$ cat config.mk
export PLATFORM = sky130hd
export DESIGN_NAME = training_sequencer
export DESIGN_NICKNAME = d
export VERILOG_FILES = /design/src/rtl/training_sequencer.sv
export SDC_FILE = /design/constraint.sdc
export NUM_CORES = 1
export LEC_CHECK = 0
export CORE_ASPECT_RATIO = 1.5
export CORE_MARGIN = 1.5
export CORE_UTILIZATION = 45
export CTS_CLUSTER_SIZE = 25
export DETAILED_ROUTE_END_ITERATION = 10
export GPL_ROUTABILITY_DRIVEN = 0
export MAX_ROUTING_LAYER = met4
export PLACE_DENSITY = 0.69
export SLEW_MARGIN = 20
export SYNTH_ARGS = -nofsm -noshare
export SYNTH_HDL_FRONTEND = slang
export SYNTH_SLANG_ARGS = --single-unit
export TNS_END_PERCENT = 1
$ cat constraint.sdc
create_clock -name ts_clock -period 3.4 [get_ports ts_clock]
set_clock_uncertainty 0.1 [all_clocks]
set_input_delay 0.85 -clock ts_clock [delete_from_list [all_inputs] [get_ports ts_clock]]
set_output_delay 0.85 -clock ts_clock [all_outputs]
set_load 0.03 [all_outputs]
$ cat src/rtl/training_sequencer.sv
// Sequences one training run: for each epoch it fetches every sample, waits for the
// datapath to settle, then issues one weight-commit step. The ratio halves every DECAY_EPOCHS epochs.
module training_sequencer #(
  parameter int SAMPLE_AW     = 6,
  parameter int SETTLE_CYCLES = 4,
  parameter int DECAY_EPOCHS  = 8
) (
  input  logic                 ts_clock,
  input  logic                 ts_reset_n,
  input  logic                 ts_start,
  input  logic                 ts_abort,
  input  logic [SAMPLE_AW:0]   ts_num_samples,
  input  logic [15:0]          ts_num_epochs,
  input  logic [15:0]          ts_ratio_init,
  output logic                 ts_sample_req,
  output logic [SAMPLE_AW-1:0] ts_sample_addr,
  input  logic                 ts_sample_ack,
  output logic                 ts_neuron_step,
  output logic [15:0]          ts_training_ratio,
  output logic [15:0]          ts_epoch,
  output logic                 ts_busy,
  output logic                 ts_done,
  output logic [2:0]           ts_dbg_state
);

  localparam int DW = (DECAY_EPOCHS > 1) ? $clog2(DECAY_EPOCHS) : 1;

  typedef enum logic [2:0] {
    S_IDLE   = 3'd0,
    S_FETCH  = 3'd1,
    S_SETTLE = 3'd2,
    S_COMMIT = 3'd3,
    S_NEXT   = 3'd4,
    S_DONE   = 3'd5
  } state_t;

  // Sample memory handshake: ts_sample_req rises on entry to FETCH and holds, with a
  // stable address, until the first cycle ts_sample_ack is high; ack is ignored elsewhere.
  state_t               r_state;
  logic                 r_ready;
  logic [SAMPLE_AW:0]   r_num_samples;
  logic [15:0]          r_num_epochs;
  logic [7:0]           r_settle_cnt;
  logic [DW-1:0]        r_decay_cnt;
  logic                 r_req;
  logic [SAMPLE_AW-1:0] r_addr;
  logic                 r_step;
  logic [15:0]          r_ratio;
  logic [15:0]          r_epoch;
  logic                 r_busy;
  logic                 r_done;

  logic w_last_sample;
  logic w_last_epoch;
  logic w_decay_hit;

  assign w_last_sample = ({1'b0, r_addr} == (r_num_samples - {{SAMPLE_AW{1'b0}}, 1'b1}));
  assign w_last_epoch  = ((r_epoch + 16'd1) == r_num_epochs);
  assign w_decay_hit   = (r_decay_cnt == DW'(DECAY_EPOCHS - 1));

  // r_ready delays start acceptance until the second edge after reset release.
  always_ff @(posedge ts_clock or negedge ts_reset_n) begin
    if (!ts_reset_n) begin
      r_state       <= S_IDLE;
      r_ready       <= 1'b0;
      r_num_samples <= '0;
      r_num_epochs  <= '0;
      r_settle_cnt  <= '0;
      r_decay_cnt   <= '0;
      r_req         <= 1'b0;
      r_addr        <= '0;
      r_step        <= 1'b0;
      r_ratio       <= '0;
      r_epoch       <= '0;
      r_busy        <= 1'b0;
      r_done        <= 1'b0;
    end else begin
      r_ready <= 1'b1;
      r_step  <= 1'b0;
      r_done  <= 1'b0;
      if (ts_abort && (r_state != S_IDLE)) begin
        r_state <= S_IDLE;
        r_req   <= 1'b0;
        r_busy  <= 1'b0;
      end else begin
        case (r_state)
          S_IDLE: begin
            if (ts_start && r_ready) begin
              if ((ts_num_samples != '0) && (ts_num_epochs != '0)) begin
                r_num_samples <= ts_num_samples;
                r_num_epochs  <= ts_num_epochs;
                r_ratio       <= ts_ratio_init;
                r_addr        <= '0;
                r_epoch       <= '0;
                r_decay_cnt   <= '0;
                r_req         <= 1'b1;
                r_busy        <= 1'b1;
                r_state       <= S_FETCH;
              end else begin
                r_done <= 1'b1;
              end
            end
          end
          S_FETCH: begin
            if (ts_sample_ack) begin
              r_req        <= 1'b0;
              r_settle_cnt <= 8'(SETTLE_CYCLES - 1);
              r_state      <= S_SETTLE;
            end
          end
          S_SETTLE: begin
            if (r_settle_cnt == 8'd0) r_state <= S_COMMIT;
            else                      r_settle_cnt <= r_settle_cnt - 8'd1;
          end
          S_COMMIT: begin
            r_step  <= 1'b1;
            r_state <= S_NEXT;
          end
          S_NEXT: begin
            if (!w_last_sample) begin
              r_addr  <= r_addr + 1'b1;
              r_req   <= 1'b1;
              r_state <= S_FETCH;
            end else begin
              r_addr <= '0;
              if (w_last_epoch) begin
                r_done  <= 1'b1;
                r_state <= S_DONE;
              end else begin
                r_epoch <= r_epoch + 16'd1;
                r_req   <= 1'b1;
                r_state <= S_FETCH;
                if (w_decay_hit) begin
                  r_decay_cnt <= '0;
                  r_ratio     <= r_ratio >> 1;
                end else begin
                  r_decay_cnt <= r_decay_cnt + 1'b1;
                end
              end
            end
          end
          S_DONE: begin
            r_busy  <= 1'b0;
            r_state <= S_IDLE;
          end
          default: begin
            r_req   <= 1'b0;
            r_busy  <= 1'b0;
            r_state <= S_IDLE;
          end
        endcase
      end
    end
  end

  assign ts_sample_req     = r_req;
  assign ts_sample_addr    = r_addr;
  assign ts_neuron_step    = r_step;
  assign ts_training_ratio = r_ratio;
  assign ts_epoch          = r_epoch;
  assign ts_busy           = r_busy;
  assign ts_done           = r_done;
  assign ts_dbg_state      = r_state;

endmodule

======== Yosys cells after proc, flatten, opt, wreduce, memory -nomap -nowiden ========
Index checks and enable logic that the tools add are counted.
operators by class
  add/sub/neg operators ................... 5
  equal/unequal tests ..................... 22
  multiplexer cells ....................... 49
  bitwise operators ....................... 1
  reductions and logical operators ........ 20
operators by type and width
  kind                                                  number
  2-to-1 mux 16 bit                                     9
  one-hot mux 16 bit (2 select lines)                   2
  2-to-1 mux 3 bit                                      12
  2-to-1 mux 6 bit                                      3
  adder 16 x 1 -> 16 bit (second input constant)        1
  equality test 16 bit                                  1
  2-to-1 mux 8 bit                                      2
  one-hot mux 8 bit (2 select lines)                    1
  AND reduction 4 bit                                   4
  nonzero test 16 bit                                   1
  one-hot mux 3 bit (5 select lines)                    1
  2-to-1 mux 1 bit                                      14
  != test 2 bit (second input constant)                 7
  != test 3 bit (second input constant)                 4
  one-hot mux 6 bit (2 select lines)                    1
  equality test 3 bit (second input constant)           3
  zero test 8 bit                                       1
  subtractor 8 x 1 -> 8 bit (second input constant)     1
  equality test 6 x 7 -> 1 bit                          1
  AND reduction 7 bit                                   1
  nonzero test 7 bit                                    1
  subtractor 7 x 1 -> 7 bit (second input constant)     1
  adder 6 x 1 -> 6 bit (second input constant)          1
  equality test 3 x 2 -> 1 bit (second input constant)  2
  17 further kinds                                      22
word-level totals
  flip-flop bits (word level) ............. 80
  input bits .............................. 44
  output and inout bits ................... 45
  word-level logic and storage cells ...... 110

======== Logic depth before layout (Yosys ltp) ========
  depth after elaboration ................. 6
  gate-level depth with buffers ........... 12
  gate-level depth less buffers ........... 10

======== Worst setup path after synthesis ========
OpenSTA, ideal clock, no wires.
  kind .................................... register to register
  from .................................... register r_num_samples[0]
  to ...................................... register r_epoch[10] (netlist: ts_epoch[10])
  library setup time ...................... 0.076 ns
  data arrival time ....................... 2.929 ns
  required time ........................... 3.224 ns
  setup slack ............................. 0.294 ns
  cell stages (with the launch flop) ...... 13
  buffers on the path ..................... 2
  clock period less this slack ............ 3.106 ns
  path through ............................ dfrtp_1 -> inv_1 -> ha_1 -> nor3b_1 -> xor2_1 -> a2111oi_0 -> and4_1 -> or2_2 -> buf_2 -> or4b_1 -> buf_2 -> or4_1 -> o21ai_1
between the ends
  word-level cells in the longest chain between the ends .. 4
RTL lines
  item                                  RTL line  RTL
  start: declaration                    41        logic [SAMPLE_AW:0] r_num_samples;
  start signal: assignment              90        r_num_samples <= ts_num_samples;
  subtractor 7 x 1 -> 7 bit             57        assign w_last_sample = ({1'b0, r_addr} == (r_num_samples - {{SAMPLE_AW{1'b0}}, 1'b1}));
  equality test 6 x 7 -> 1 bit          57
  != test 2 bit (no source line)        n/a
  AND reduction 6 bit (no source line)  n/a
  end signal: assignment                130       r_epoch <= r_epoch + 16'd1;
  end: declaration                      49        logic [15:0] r_epoch;
Every way passes these cells.
A chain may end at the register's enable or synchronous reset.

======== Worst setup path after layout ========
  from .................................... register r_num_samples[1]
  to ...................................... register r_epoch[8] (netlist: ts_epoch[8])
The elaborated chain is that of the path after synthesis.

==> run_results.csv <==
group,metric,value,unit
yosys,synth.top_cell.area_share,44.2,%
outcome,failed_checks,"design-rule violations",
clocking,cts-htree-levels,3,
placement,hpwl,8340,um
clocking,numClockSinks,80,
yosys,share_of_flip_flops_with_an_asynchronous_set_or_reset_after_synthesis,100,%
hold_path,hold_path_class,"register to register",
drt,drt_iter0_drc,195,
worst_setup_path,worstSetupPathType,"register to register",
worst_setup_path,critPathMaxFanout,10,
hold_path,hold_path.startpoint,"r_settle_cnt[0]",
clocking,cts_post_setup_buffers_inserted,0,
worst_setup_path,rr_endpoint,"ts_epoch[8]",
drt,route.detailed.drc,8,
sta,max-slew-margin-rel,52.5,%
die,std_cell_rows,44,
die,coreArea,0.00974,sq mm
clocking,clkSlewWorstSetupHoldPaths,0.06,ns
worst_setup_path,worstPathArrival,3.31,ns
die,num_io_pins,89,
drt,wirelength,11600,um
clocking,clock_tree.root_cell,"sky130_fd_sc_hd__clkbuf_16",
worst_setup_path,worst_reg2reg_path_depth,10,
yosys,synth-seq-cells,80,
grt,grt_pass1_vias,4072,
cells_and_area,area_growth_syn_to_layout,31.0,%
worst_setup_path,crit_path_start_kind,"register",
cells_and_area,final_core_util,60.9,%
die,start_util,46.5,%
sta,worstMarginPinSlew,0.713,ns
yosys,ys_warn_count,0,
cells_and_area,commonest_cells_after_routing_fill_and_taps_aside,"87 x sky130_fd_sc_hd__clkdlybuf4s50_1, 80 x sky130_fd_sc_hd__dfrtp_1, 43 x sky130_fd_sc_hd__nor2_1, 32 x sky130_fd_sc_hd__o21ai_0, 28 x sky130_fd_sc_hd__a21oi_1",
die,die_h,126,um
yosys,number_of_enable_flip_flop_cells_after_synthesis,0,
power_and_ir_drop,power.leakage,2.53,nW
yosys,seq_area_frac_synth,44.2,%
sta,finalWorstSetupSlack,0.200,ns
worst_setup_path,reg2reg_slack,0.20,ns
hold_path,timing.hold.worst_endpoint,"r_settle_cnt[0]",
grt,largest_net_degree_at_the_start_of_global_routing,53,
sta,final.setup.tns,0,ns
clocking,cts.hold.buffers_added,0,
cells_and_area,mostFrequentLayoutCell,"sky130_fd_sc_hd__clkdlybuf4s50_1",
clocking,clock_path_buffers,2,
sta,timing.final.crit_share,94.1,%
clocking,cts_resized,0,
grt,grt_overflow_total,0,
drt,detail_route.first_pass.iterations,8,
clocking,cts-buffers-inserted,9,
job,maxCapViolations,0,
yosys,synthesis.instances,467,
yosys,yosysUniqueCellTypes,60,
yosys,average_size_of_a_mapped_cell,9.70,sq um
power_and_ir_drop,seq_power_share,37.3,%
cells_and_area,antenna_cell_count,0,
clocking,worst_skew_pair_latency,0.34,ns
placement,io_buffers,88,
placement,dpl_worst_slack,0.0101,ns
sta,rsz0062_at_grt,"false",
die,die_w,84.9,um
power_and_ir_drop,p_sw_share,36.4,%
cells_and_area,layout.filler_cells,847,
cells_and_area,nNetsFinal,611,
worst_setup_path,cp-startpoint,"r_num_samples[1]",
hold_path,min_path_cells,1,
outcome,status,"complete, but fails checks",
power_and_ir_drop,clock_power_share,24.5,%
cells_and_area,finish.cell_count_without_fillers,680,
sta,setup_viol_count_final,0,
clocking,cts_tree,"done",
drt,vias_cell,5.88,
yosys,ys_top_cells_by_area,"sky130_fd_sc_hd__dfrtp_1 44%, sky130_fd_sc_hd__mux2_2 5.7%, sky130_fd_sc_hd__mux2i_1 4.0%",
placement,placed_cells,664,
worst_setup_path,startpoint_of_the_lowest_slack_register_to_register_path,"r_num_samples[1]",
yosys,syn-num-nets,518,
sta,finalCriticalPeriod,3.20,ns
worst_setup_path,critical_path_sink_type,"register",
power_and_ir_drop,switching_power,0.00145,W
grt,groute.usage.overall,23.8,%
yosys,synthFlopType,"sky130_fd_sc_hd__dfrtp_1",
power_and_ir_drop,pwr-share-comb,38.1,%
drt,vias,3995,
drt,drt.antenna.violating_nets,0,
cells_and_area,post_route_cells_drive_above_1_share,12.9,%
power_and_ir_drop,p_int,0.00254,W
grt,antenna_violations_before_repair,0,
drt,routedWlPerCell,17.1,um
yosys,syn_area,0.00453,sq mm
sta,final_max_slew_viol_count,0,
die,floorplan.die_area,0.0107,sq mm
sta,max_freq,313,MHz
grt,grt_pass1_wl,19800,um
power_and_ir_drop,cellPowerDensity,673,mW/mm^2
worst_setup_path,required,3.51,ns
power_and_ir_drop,vdd_ir_drop_max,0.421,mV
yosys,synth_area_leader,"sky130_fd_sc_hd__dfrtp_1",
sta,final-hold-violation-count,0,
## through the flow
step	area, sq um	hold slack, ns	power (W)
global placement	5630	0.358	0.00297
detailed placement	5630	0.379	0.00302
global route	5930	0.405	0.00422
floorplan	4530	0.345	0.00244
CTS	5930	0.387	0.00402
finish	5930	0.381	0.00399
## layout make-up
class | count | area, sq um | share of cell area (%)
clock inverters | 6 | 67.6 | 1.14
multi-input cells | 344 | 2360 | 39.8
flip-flops and latches | 80 | 2000 | 33.7
inverters | 13 | 48.8 | 0.822
clock buffers | 10 | 229 | 3.86
well taps | 115 | 144 | 2.43
repair buffers | 112 | 1080 | 18.3
## power by group through the flow
stage	Combinational, W	Clock, W	Sequential [W]
floorplan	0.000757	0	0.00168
global placement	0.00149	0	0.00148
detailed placement	0.00152	0	0.00150
CTS	0.00153	0.000999	0.00149
global route	0.00166	0.00103	0.00153
finish	0.00152	0.000979	0.00149
## routing by layer
| metal | up-vias | global-route usage, % | part of all wire [%] |
|---|---|---|---|
| met4 | 0 | 11.7 | 3.3 |
| met5 | - | - | 0 |
| met3 | 30 | 3.47 | 4.6 |
| met2 | 119 | 40.1 | 52 |
| met1 | 1961 | 27.6 | 40 |
| li1 | 1885 | - | - |
## cell families (layout without fill, tap and decap cells)
group	after synthesis	after routing	synth area share (%)
xor gates and xnor gates	28	28	5.41
buffers and inverters	43	141	3.98
DFF	80	80	44.2
other	1	1	0.0828
and+or+nand+nor	154	154	18.9
muxes	41	41	9.70
AOI/OAI and AO/OA	112	112	15.6
adders and majority gates	8	8	2.15
## flip-flops by register name (all words and copies together) (netlist names), 3 cells and up
register,cells
ts_training_ratio,16
ts_epoch,16
r_decay_cnt,3
ts_sample_addr,6
r_settle_cnt,8
r_num_samples,7
r_num_epochs,16
ts_dbg_state,3
## worst max-delay path, cell delays in order, from the launching register on
cell                        delay [ns]
sky130_fd_sc_hd__dfrtp_1          0.42
sky130_fd_sc_hd__inv_1            0.08
sky130_fd_sc_hd__ha_1             0.20
sky130_fd_sc_hd__nor3b_2          0.26
sky130_fd_sc_hd__xor2_1           0.09
sky130_fd_sc_hd__a2111oi_0        0.40
sky130_fd_sc_hd__and4_1           0.27
sky130_fd_sc_hd__or2_2            0.19
sky130_fd_sc_hd__or4b_1           0.53
sky130_fd_sc_hd__buf_4            0.22
sky130_fd_sc_hd__o41ai_1          0.31
## Yosys cell counts, drive strengths merged, types with 7 or more instances
cell / instances
o31ai: 13
buf: 12
nor4: 10
nor2b: 9
mux2: 23
xor2: 12
xnor2: 16
clkbuf: 18
nor3: 7
a21oi: 28
inv: 13
nor2: 43
dfrtp: 80
o21ai: 33
ha: 7
a31oi: 7
nand3: 14
nand2: 24
mux2i: 18
## how the worst max path moves through the flow
| stage | endpoint | cells after the start |
|---|---|---|
| after floorplan | ts_epoch[10] | 12 |
| after global placement | r_decay_cnt[0] | 10 |
| after detailed placement | r_decay_cnt[0] | 10 |
| after CTS | ts_epoch[11] | 10 |
| after global routing | ts_epoch[8] | 10 |
| final | ts_epoch[8] | 10 |
Power figures use the tool's default switching activity.
